--- config.mk ---
export PLATFORM = sky130hd
export DESIGN_NAME = hazard_ctrl
export DESIGN_NICKNAME = d
export VERILOG_FILES = /design/src/rtl/cpu_defs.sv /design/src/rtl/md_busy_cnt.sv /design/src/rtl/hazard_ctrl.sv
export SDC_FILE = /design/constraint.sdc
export NUM_CORES = 1
export LEC_CHECK = 0
export ABC_AREA = 1
export CORE_MARGIN = 3
export CORE_UTILIZATION = 37
export CTS_BUF_LIST = sky130_fd_sc_hd__clkbuf_8
export DETAILED_ROUTE_END_ITERATION = 12
export HOLD_SLACK_MARGIN = 0.05
export PLACE_DENSITY = 0.95
export SLEW_MARGIN = 30
export SYNTH_ARGS = -nofsm -noshare
export SYNTH_HDL_FRONTEND = slang
export SYNTH_HIERARCHICAL = 1
export SYNTH_SLANG_ARGS = --single-unit
--- constraint.sdc ---
create_clock -name clk -period 5.1 [get_ports clk]
set_clock_uncertainty 0.2 [all_clocks]
set_input_delay 1.53 -clock clk [delete_from_list [all_inputs] [get_ports clk]]
set_output_delay 1.53 -clock clk [all_outputs]
set_load 0.02 [all_outputs]
--- src/rtl/cpu_defs.sv ---
// Shared definitions for the pipeline sequencing controller: handler entry
// address, pre-decoded field widths, FSM encoding and default mult/div
// latencies.
package cpu_defs;

    localparam logic [31:0] EXC_ENTRY = 32'h0000_4180;

    localparam int unsigned REG_W    = 5;
    localparam int unsigned TUSE_W   = 2;
    localparam int unsigned TNEW_W   = 2;
    localparam int unsigned MD_CNT_W = 4;

    localparam int unsigned MULT_CYCLES_DEF = 5;
    localparam int unsigned DIV_CYCLES_DEF  = 10;

    // RUN: normal sequencing; EXC: one cycle squashing the wrong-path fetch
    typedef enum logic [0:0] {
        ST_RUN = 1'b0,
        ST_EXC = 1'b1
    } hz_state_t;

endpackage

--- src/rtl/md_busy_cnt.sv ---
// Loadable down-counter tracking mult/div unit occupancy. A start seen while
// idle loads the operation latency; a start while busy is ignored. busy is
// high exactly the loaded number of cycles, beginning the cycle after start.
module md_busy_cnt
    import cpu_defs::*;
#(
    parameter int unsigned MULT_CYCLES = MULT_CYCLES_DEF,
    parameter int unsigned DIV_CYCLES  = DIV_CYCLES_DEF
) (
    input  logic clk,
    input  logic reset,
    input  logic start,
    input  logic is_div,
    output logic busy
);

    localparam logic [MD_CNT_W-1:0] MULT_LD = MULT_CYCLES[MD_CNT_W-1:0];
    localparam logic [MD_CNT_W-1:0] DIV_LD  = DIV_CYCLES[MD_CNT_W-1:0];

    logic [MD_CNT_W-1:0] cnt_r;
    logic [MD_CNT_W-1:0] cnt_nxt_s;

    // Next count: load on an accepted start, otherwise count down to zero
    always_comb begin
        cnt_nxt_s = cnt_r;
        if (start && (cnt_r == {MD_CNT_W{1'b0}})) begin
            cnt_nxt_s = is_div ? DIV_LD : MULT_LD;
        end else if (cnt_r != {MD_CNT_W{1'b0}}) begin
            cnt_nxt_s = cnt_r - {{(MD_CNT_W-1){1'b0}}, 1'b1};
        end else begin
            cnt_nxt_s = cnt_r;
        end
    end

    // Count register with synchronous reset
    always_ff @(posedge clk) begin
        if (reset) begin
            cnt_r <= {MD_CNT_W{1'b0}};
        end else begin
            cnt_r <= cnt_nxt_s;
        end
    end

    assign busy = (cnt_r != {MD_CNT_W{1'b0}});

endmodule

--- src/rtl/hazard_ctrl.sv ---
// Pipeline sequencing controller for the five-stage MIPS core. Produces the
// PC / pipeline-register enable and clear strobes from Tuse/Tnew data
// hazards, mult/div occupancy and exception/ERET flush sequencing.
// Optional feature macro: HAZARD_MD_EN compiles in the mult/div busy counter
// and its D-stage stall term; without it md_busy is 0 and md inputs are
// ignored.
module hazard_ctrl
    import cpu_defs::*;
#(
    parameter int unsigned MULT_CYCLES = MULT_CYCLES_DEF,
    parameter int unsigned DIV_CYCLES  = DIV_CYCLES_DEF
) (
    input  logic              clk,
    input  logic              reset,
    input  logic [REG_W-1:0]  rs_D,
    input  logic [REG_W-1:0]  rt_D,
    input  logic [TUSE_W-1:0] tuse_rs,
    input  logic [TUSE_W-1:0] tuse_rt,
    input  logic [REG_W-1:0]  wa_E,
    input  logic [REG_W-1:0]  wa_M,
    input  logic [TNEW_W-1:0] tnew_E,
    input  logic [TNEW_W-1:0] tnew_M,
    input  logic              md_use_D,
    input  logic              md_start_E,
    input  logic              md_is_div_E,
    input  logic              exc_req_M,
    input  logic              eret_D,
    output logic              pc_en,
    output logic              if_id_en,
    output logic              if_id_clr,
    output logic              id_ex_clr,
    output logic              ex_mem_clr,
    output logic              mem_wb_clr,
    output logic              pc_sel_exc,
    output logic              md_busy
);

    hz_state_t state_r;
    hz_state_t state_nxt_s;

    logic data_haz_s;
    logic md_haz_s;
    logic md_busy_s;
    logic stall_s;

    // A producer blocks D when its result arrives later than D needs it;
    // $zero never creates a dependency.
    assign data_haz_s =
        ((rs_D != 5'd0) && (rs_D == wa_E) && (tuse_rs < tnew_E)) ||
        ((rs_D != 5'd0) && (rs_D == wa_M) && (tuse_rs < tnew_M)) ||
        ((rt_D != 5'd0) && (rt_D == wa_E) && (tuse_rt < tnew_E)) ||
        ((rt_D != 5'd0) && (rt_D == wa_M) && (tuse_rt < tnew_M));

`ifdef HAZARD_MD_EN
    md_busy_cnt #(
        .MULT_CYCLES (MULT_CYCLES),
        .DIV_CYCLES  (DIV_CYCLES)
    ) u_md_busy_cnt (
        .clk    (clk),
        .reset  (reset),
        .start  (md_start_E),
        .is_div (md_is_div_E),
        .busy   (md_busy_s)
    );

    // An op starting in E this cycle already occupies the unit for D
    assign md_haz_s = md_use_D && (md_busy_s || md_start_E);
`else
    logic unused_md_s;

    assign md_busy_s   = 1'b0;
    assign md_haz_s    = 1'b0;
    assign unused_md_s = &{1'b0, md_use_D, md_start_E, md_is_div_E,
                           (MULT_CYCLES != 32'd0), (DIV_CYCLES != 32'd0)};
`endif

    assign stall_s = data_haz_s || md_haz_s;

    // Next state: enter EXC on an exception taken in RUN, always leave after one cycle
    always_comb begin
        state_nxt_s = state_r;
        case (state_r)
            ST_RUN: begin
                if (exc_req_M) begin
                    state_nxt_s = ST_EXC;
                end else begin
                    state_nxt_s = ST_RUN;
                end
            end
            ST_EXC: begin
                state_nxt_s = ST_RUN;
            end
            default: begin
                state_nxt_s = ST_RUN;
            end
        endcase
    end

    // State register with synchronous reset
    always_ff @(posedge clk) begin
        if (reset) begin
            state_r <= ST_RUN;
        end else begin
            state_r <= state_nxt_s;
        end
    end

    // Strobe decode; priority is exception, then stall, then ERET
    always_comb begin
        pc_en      = 1'b1;
        if_id_en   = 1'b1;
        if_id_clr  = 1'b0;
        id_ex_clr  = 1'b0;
        ex_mem_clr = 1'b0;
        mem_wb_clr = 1'b0;
        pc_sel_exc = 1'b0;
        if (reset) begin
            pc_en = 1'b1;
        end else begin
            case (state_r)
                ST_RUN: begin
                    if (exc_req_M) begin
                        if_id_clr  = 1'b1;
                        id_ex_clr  = 1'b1;
                        ex_mem_clr = 1'b1;
                        mem_wb_clr = 1'b1;
                        pc_sel_exc = 1'b1;
                    end else if (stall_s) begin
                        pc_en     = 1'b0;
                        if_id_en  = 1'b0;
                        id_ex_clr = 1'b1;
                    end else if (eret_D) begin
                        if_id_clr = 1'b1;
                    end else begin
                        pc_en = 1'b1;
                    end
                end
                ST_EXC: begin
                    if_id_clr = 1'b1;
                end
                default: begin
                    pc_en = 1'b1;
                end
            endcase
        end
    end

    assign md_busy = md_busy_s && !reset;

endmodule

## Word-level counts from Yosys, hierarchy flattened

Cells that the tools add are included.

| cells by class | value |
|---|---|
| bitwise operators | 1 |
| muxes and demuxes | 17 |
| reductions and logical operators | 13 |
| order comparisons | 4 |
| eq/ne operators | 4 |

Operators by type and width:

| kind | count |
|---|---|
| $eq 5x5->1 | 4 |
| $mux 1 | 15 |
| $reduce_bool 5->1 | 2 |
| $logic_and 1x1->1 | 8 |
| $lt 2x2->1 | 4 |
| $pmux 1 s2 | 2 |
| $logic_or 1x1->1 | 3 |
| $not 1->1 | 1 |

| storage, ports and cells | value |
|---|---|
| output and inout port bits | 8 |
| flip-flop bits (word level) | 1 |
| logic and storage cells | 40 |
| input port bits | 35 |

## Logic depth before layout (Yosys ltp)

Gate-level depths: netlist of the first run.

| logic depth | value |
|---|---|
| word-level depth | 10 |
| gate-level depth with buffers | 11 |
| mapped depth without buffers | 10 |

## Worst setup path after synthesis of the first run

No wires, ideal clock.

| timing path | value |
|---|---|
| path kind | input to output |
| from | input tnew_M[1] |
| to | output pc_en |
| data required time | 3.370 ns |
| stages on the path | 10 |
| buffers on the path | 1 |
| slack | 0.683 ns |
| data arrival time | 2.687 ns |
| cell sequence | inv_1 ha_1 a21boi_0 nor2_1 nand3_1 nand2_1 nand2_2 a21oi_2 nand2_1 buf_4 |

| on the way | value |
|---|---|
| word-level cells in the longest chain between the ends | 9 |
| elaborated cells on any way between the ends | 11 |
| classes of those cells | order compare (2); mux (4); reduce/logical (5) |

Ends and longest elaborated chain:

| what | line | text |
|---|---|---|
| start: declaration | hazard_ctrl.sv:22 | `input logic [TNEW_W-1:0] tnew_M,` |
| $lt 2x2->1 | hazard_ctrl.sv:50 | `((rs_D != 5'd0) && (rs_D == wa_M) && (tuse_rs < tnew_M)) \|\|` |
| $logic_and 1x1->1 | hazard_ctrl.sv:50 |  |
| $logic_or 1x1->1 | hazard_ctrl.sv:49 | `((rs_D != 5'd0) && (rs_D == wa_E) && (tuse_rs < tnew_E)) \|\|` |
| $logic_or 1x1->1 | hazard_ctrl.sv:50 |  |
| $logic_or 1x1->1 (*) | hazard_ctrl.sv:51 | `((rt_D != 5'd0) && (rt_D == wa_E) && (tuse_rt < tnew_E)) \|\|` |
| $mux 1 (*) (4 in a row) | -- |  |
| end: declaration | hazard_ctrl.sv:28 | `output logic pc_en,` |

Every way passes the cells marked *; elsewhere a longest branch is shown, timed or not.

## Worst setup path after layout of the first run

| timing path | value |
|---|---|
| from | input tnew_E[1] |
| to | output if_id_en |

| on the way | value |
|---|---|
| word-level cells in the longest chain between the ends | 9 |
| elaborated cells on any way between the ends | 11 |
| classes of those cells | order compare (2); mux (4); reduce/logical (5) |

Ends and longest elaborated chain:

| what | line | text |
|---|---|---|
| start: declaration | hazard_ctrl.sv:21 | `input logic [TNEW_W-1:0] tnew_E,` |
| $lt 2x2->1 | hazard_ctrl.sv:49 |  |
| $logic_and 1x1->1 | hazard_ctrl.sv:49 |  |
| $logic_or 1x1->1 | hazard_ctrl.sv:49 |  |
| $logic_or 1x1->1 (*) | hazard_ctrl.sv:50 |  |
| $logic_or 1x1->1 (*) | hazard_ctrl.sv:51 |  |
| $mux 1 (*) | hazard_ctrl.sv:128 | `end else if (stall_s) begin` |
| $mux 1 (*) | hazard_ctrl.sv:122 | `if (exc_req_M) begin` |
| $mux 1 (*) | hazard_ctrl.sv:120 | `case (state_r)` |
| $mux 1 (*) | hazard_ctrl.sv:117 | `if (reset) begin` |
| end: declaration | hazard_ctrl.sv:29 | `output logic if_id_en,` |

Marks and branches as above.

==> results.cfg, run 1 <==
[run_status]
outcome = completed

[critical_path]
cpMostUsedCell = nand2_1
start_kind = primary input
path_buf_inv = 3
regToRegEndpoint = state_r
slowest_stage = clkdlybuf4s50_1
r2r_start = state_r
cp.required_ns = 3.37
reg2reg_depth = 2
arrival_ns = 3.27
r2r_slack_ns = 4.11
crit_path_max_fanout = 3
cp_top_family = buffers and inverters
worstPathCellList = clkdlybuf4s50_1 -> inv_1 -> ha_1 -> a21boi_0 -> nor2_1 -> nand3_1 -> nand2_1 -> nand2_2 -> a21oi_2 -> nand2_1 -> dlygate4sd2_1
cp-end-kind = primary output
cp_num_cells = 11
critPathKind = in2out
cpPeakStageDelay_ns = 0.46

[synth]
synthCells = 116
synth-edff-count = 0
yosysWarningCount = 6
syn_area_per_cell_um2 = 5.005
netlist.area_leader.share = 0.2457
synth.distinct_cells = 20
ys_ff_latch = 1
ys_top_cells_by_area = nand2_1, inv_1, nor2_1, ha_1, nand3_1
synth_common_cells = nand2_1, inv_1, nor2_1
yosys.area.top_type = nand2_1
syn-cell-area_um2 = 580.6
syn_nets = 155
async_flop_share = 0
seq_area_frac_synth = 0.03448
synth_flop_cell = dfxtp_1
synth.most_common_cell = nand2_1

[placement]
pre_cts_ws_ns = -0.2601
io_buffers = 38
gp_congestion = 0.7926
placed_cell_area_um2 = 949.7
place_hpwl_um = 1554

[layout]
syn_to_final_growth_pct = 61.42
antenna_cells = 0
largest-register = state_r
fin_area_um2 = 937.1
nets = 191
largest_reg_flops = 1
largestRegisters = state_r (1)
layout-drive-gt1-share = 0.05333

[drt]
viasPerCell = 4.642
dr.pass1.iters = 4
drc_errors = 0
num_vias = 766
wire_per_inst_um = 10.21
drt-total-wl_um = 1684
ant_nets = 0
drt-initial-drc-count = 7

[timing]
setup_viol = 0
fin_crit_ns = 4.998
fin_crit_sh = 0.9801
rsz0062_at_grt = true
max_freq_ghz = 0.2001
setup_slack_ns = 0.1015
hold_violations = 0
slew_violations = 0

[global_routing]
grt_overflow = 0
grt_max_degree = 6
antenna_found_initial = 0
grtUsageTotal = 0.1716
grt_pass1_wl_um = 2773
grt_pass1_vias = 746

[worst_hold_path]
min_from = state_r
hold_end = state_r
hold_path_depth = 2
hold_class = reg2reg

[floorplan]
core_mm2 = 0.001383
die_h_um = 45.61
dieArea_mm2 = 0.002080
initial_core_util = 0.4199
die_w_um = 45.61
num_io_pins = 43
rows = 13

[clock_tree]
clkTransAtPathRegs_ns = 0
clk_latency_ns = 0
cts_setup_buffers = 0

[pwr]
peakVddDrop_uv = 54.26
power_density_mw_per_mm2 = 85.41
leakagePower_uw = 0.0004943
power_uw = 80.04

[run]
cap_violations = 0
[area by class of cell]
class | instances | area (µm²)
Multi-Input combinational cell | 91 | 455.4
Tap cell | 15 | 18.77
Inverter | 20 | 75.07
Sequential cell | 1 | 20.02
Timing Repair Buffer | 38 | 367.9
Fill cell | 127 | 445.4
[worst register-to-register path, stage by stage (launching register included)]
cell,delay (ns)
dfxtp_1,0.28
or2_2,0.33
nor2_1,0.10
[logic make-up after synthesis]
family	count (synthesis)	synth area share
simple gates	71	0.5086
buf+inv	24	0.1810
compound gates	12	0.1379
fa+ha+maj	4	0.08621
xor+xnor	3	0.04527
flops	1	0.03448
other cells	1	0.006459
[placed cells by master, fill, tap and decap left out, types with 2 or more instances in the layout]
cell and instances:
nand2_2 2, nor3_1 2, o21ai_0 3, o21bai_1 3
clkbuf_2 2, clkdlybuf4s50_1 34, nand3_1 10, dlygate4sd2_1 2
xor2_1 3, inv_1 19, a21boi_0 3, nor2_1 17
nand2_1 38, ha_1 4
[per-layer routing]
layer	up-vias	GRT usage	wire length, µm
met2	27	0.3565	870
met5	-	0	0
met3	0	0.007905	124
li1	422	-	-
met4	0	0	0
met1	317	0.1958	689
[what timing repair did]
action / CTS / global route
hold buffers: 0 / 0
gates cloned: 0 / 0
endpoints found under the hold margin: 0 / 0
resized for setup: 4 / 5
setup endpoints to repair: 4 / 4
[worst max path at each step]
| stage | to | from |
|---|---|---|
| finish | if_id_en | tnew_E[1] |
| global route | if_id_en | tnew_E[1] |
| CTS | if_id_clr | tnew_E[1] |
| detailed placement | if_id_clr | tnew_E[1] |
| global placement | if_id_clr | tnew_M[1] |
| floorplan | pc_en | tnew_M[1] |
[per-stage QoR]
stage	setup TNS (ns)	std cells	hold slack, ns	util
after floorplan	0	116	0.3183	-
after global placement	-0.5653	165	0.3371	0.6869
after detailed placement	-0.7788	165	0.3514	0.6869
after CTS	0	165	0.3441	0.6833
after global routing	-0.04844	165	0.3636	0.6778
final	0	165	0.3543	0.6778
[power by group]
| group | switching [µW] | internal [µW] | leakage [µW] |
|---|---|---|---|
| Clock | 0 | 0 | 0 |
| Combinational | 33.4 | 38.0 | 0.000486 |
| Sequential | 0.183 | 8.44 | 0.00000829 |
Note: power is estimated with default switching activity, not from simulation.
==> run 2: changes to the inputs <==
--- a/config.mk
+++ b/config.mk
@@ -15,5 +15,4 @@
 export SLEW_MARGIN = 30
 export SYNTH_ARGS = -nofsm -noshare
 export SYNTH_HDL_FRONTEND = slang
-export SYNTH_HIERARCHICAL = 1
 export SYNTH_SLANG_ARGS = --single-unit
==> results of run 2 <==
The final DEF is identical to that of run 1; final timing and power are the same.
Main changes from that run: Yosys warning count 6 -> 0
==> run 3: changes to the inputs <==
--- a/config.mk
+++ b/config.mk
@@ -6,6 +6,7 @@
 export NUM_CORES = 1
 export LEC_CHECK = 0
 export ABC_AREA = 1
+export CAP_MARGIN = 20
 export CORE_MARGIN = 3
 export CORE_UTILIZATION = 37
 export CTS_BUF_LIST = sky130_fd_sc_hd__clkbuf_8
@@ -16,3 +17,4 @@
 export SYNTH_ARGS = -nofsm -noshare
 export SYNTH_HDL_FRONTEND = slang
 export SYNTH_SLANG_ARGS = --single-unit
+export TNS_END_PERCENT = 20
==> run 3 against run 2 <==
Via count stayed put. Final cell count did not move. Maximum frequency is essentially flat. Die area unchanged. Critical path depth stayed put. Power up 0.35%. Global-route usage unchanged. Synthesized cell count unchanged.
==> results.cfg, run 3 <==
[run_status]
outcome = completed

[floorplan]
dieArea_mm2 = 0.002080
num_io_pins = 43
core_mm2 = 0.001383
initial_core_util = 0.4199
die_w_um = 45.61
rows = 13
die_h_um = 45.61

[synth]
ys_ff_latch = 1
synth_common_cells = nand2_1, inv_1, nor2_1
syn_nets = 155
ys_top_cells_by_area = nand2_1, inv_1, nor2_1, ha_1, nand3_1
synth.most_common_cell = nand2_1
synth_flop_cell = dfxtp_1
synth.distinct_cells = 20
netlist.area_leader.share = 0.2457
seq_area_frac_synth = 0.03448
yosysWarningCount = 0
yosys.area.top_type = nand2_1
async_flop_share = 0
syn_area_per_cell_um2 = 5.005
synth-edff-count = 0
synthCells = 116
syn-cell-area_um2 = 580.6

[worst_hold_path]
hold_class = reg2reg

[critical_path]
start_kind = primary input
slowest_stage = clkdlybuf4s50_1
worstPathCellList = clkdlybuf4s50_1 -> inv_1 -> ha_1 -> a21boi_0 -> nor2_1 -> nand3_1 -> nand2_1 -> nand2_2 -> a21oi_2 -> nand2_1 -> dlygate4sd2_1
cp.required_ns = 3.37
path_buf_inv = 3
arrival_ns = 3.27
cpMostUsedCell = nand2_1
cp_top_family = buffers and inverters
cpPeakStageDelay_ns = 0.46
crit_path_max_fanout = 3
cp-end-kind = primary output
critPathKind = in2out

[layout]
layout-drive-gt1-share = 0.04667
largest-register = state_r
antenna_cells = 0
syn_to_final_growth_pct = 62.28
layout_common_cells = nand2_1, clkdlybuf4s50_1, inv_1, nor2_1, nand3_1
largest_reg_flops = 1
largestRegisters = state_r (1)
final_common_cell = nand2_1
stdcell_count = 165
fillers = 126
nets = 191

[drt]
drt-total-wl_um = 1684
wire_per_inst_um = 10.21
dr.pass1.iters = 4
drc_errors = 0
drt-initial-drc-count = 7
viasPerCell = 4.642
ant_nets = 0
num_vias = 766

[placement]
io_buffers = 38
dp.cells = 165
place_hpwl_um = 1554
gp_congestion = 0.7926

[pwr]
power_density_mw_per_mm2 = 85.26
peakVddDrop_uv = 54.18
p_sw_frac = 0.4184
p_int_uw = 46.72
p_switching_uw = 33.60
power_frac_seq = 0.107
p_comb_frac = 0.893
leakagePower_uw = 0.0004944
clkPwrFrac = 0

[timing]
setup_viol = 0
max_freq_ghz = 0.2001
fin_crit_ns = 4.999
slew_violations = 0
tns_ns = 0
fin_crit_sh = 0.9801
hold_violations = 0
rsz0062_at_grt = true

[clock_tree]
hold_buffers = 0
clk_latency_ns = 0
clkTransAtPathRegs_ns = 0

[run]
cap_violations = 0

[global_routing]
grt_pass1_wl_um = 2773
grt_max_degree = 6
grtUsageTotal = 0.1716
grt_overflow = 0
antenna_found_initial = 0
grt_pass1_vias = 746
-- run 3: cell count changes in the layout (fill, tap and decap cells not counted), sizes merged --
cell,previous run,this run
clkdlybuf4s15,0,1
clkbuf,2,1
-- run 3: cell families (layout without fill, tap and decap cells) --
kind of cell / after synthesis / in the layout / share of synthesized area
other: 1 / 1 / 0.006459
and+or+nand+nor: 71 / 71 / 0.5086
DFF: 1 / 1 / 0.03448
xor gates and xnor gates: 3 / 3 / 0.04527
buffers and inverters: 24 / 58 / 0.1810
adders and majority gates: 4 / 4 / 0.08621
AOI/OAI and AO/OA: 12 / 12 / 0.1379
-- run 3: metal layers --
layer / wire (µm) / up-vias / global-route usage
met2: 870 / 27 / 0.3565
met3: 124 / 0 / 0.007905
met5: 0 / - / 0
met1: 690 / 317 / 0.1958
li1: - / 422 / -
met4: 0 / 0 / 0
-- run 3: layout make-up --
class	count	area, µm²	area share
Multi-Input combinational cell	91	455.4	0.4834
Tap cell	15	18.77	0.01992
Timing Repair Buffer	38	372.9	0.3958
Inverter	20	75.07	0.07968
Sequential cell	1	20.02	0.02125
-- run 3: per-stage QoR --
step           hold slack [ns]  instance area (µm²)  total power (µW)  setup slack, ns    util
2_1_floorplan           0.3183                580.6             43.68           0.6826       -
3_3_place_gp            0.3371                949.7             79.39          -0.2026  0.6869
3_5_place_dp            0.3514                949.7             81.63          -0.2601  0.6869
4_1_cts                 0.3441                944.7             80.73          0.02371  0.6833
5_1_grt                 0.3636                942.2             88.45         -0.02483  0.6814
6_report                0.3543                942.2             80.33           0.1015  0.6814
-- run 3: tightest hold or removal path, stage by stage (launching register included) --
cell	delay [ns]
dfxtp_1	0.30
or2_2	0.15
nor2_1	0.05
-- run 3: path summary, 6_finish.rpt --
check | from | to | depth (start not counted) | slack [ns]
min | state_r | state_r | 2 | 0.35
max | tnew_E[1] | if_id_en | 11 | 0.10
min reg2reg | state_r | state_r | 2 | 0.35
max reg2reg | state_r | state_r | 2 | 4.11
-- run 3: power groups by stage --
| stage | combinational (µW) | clock [µW] | sequential, µW |
|---|---|---|---|
| 6_report | 71.7 | 0 | 8.62 |
| 5_1_grt | 79.8 | 0 | 8.61 |
| 4_1_cts | 72.1 | 0 | 8.60 |
| 3_5_place_dp | 73.0 | 0 | 8.64 |
| 3_3_place_gp | 70.8 | 0 | 8.58 |
| 2_1_floorplan | 35.1 | 0 | 8.58 |
-- run 3: timing repair --
item / in CTS / in global routing
setup endpoints to repair: 4 / 4
gates resized for setup: 4 / 3
buffers inserted: 0 / 0
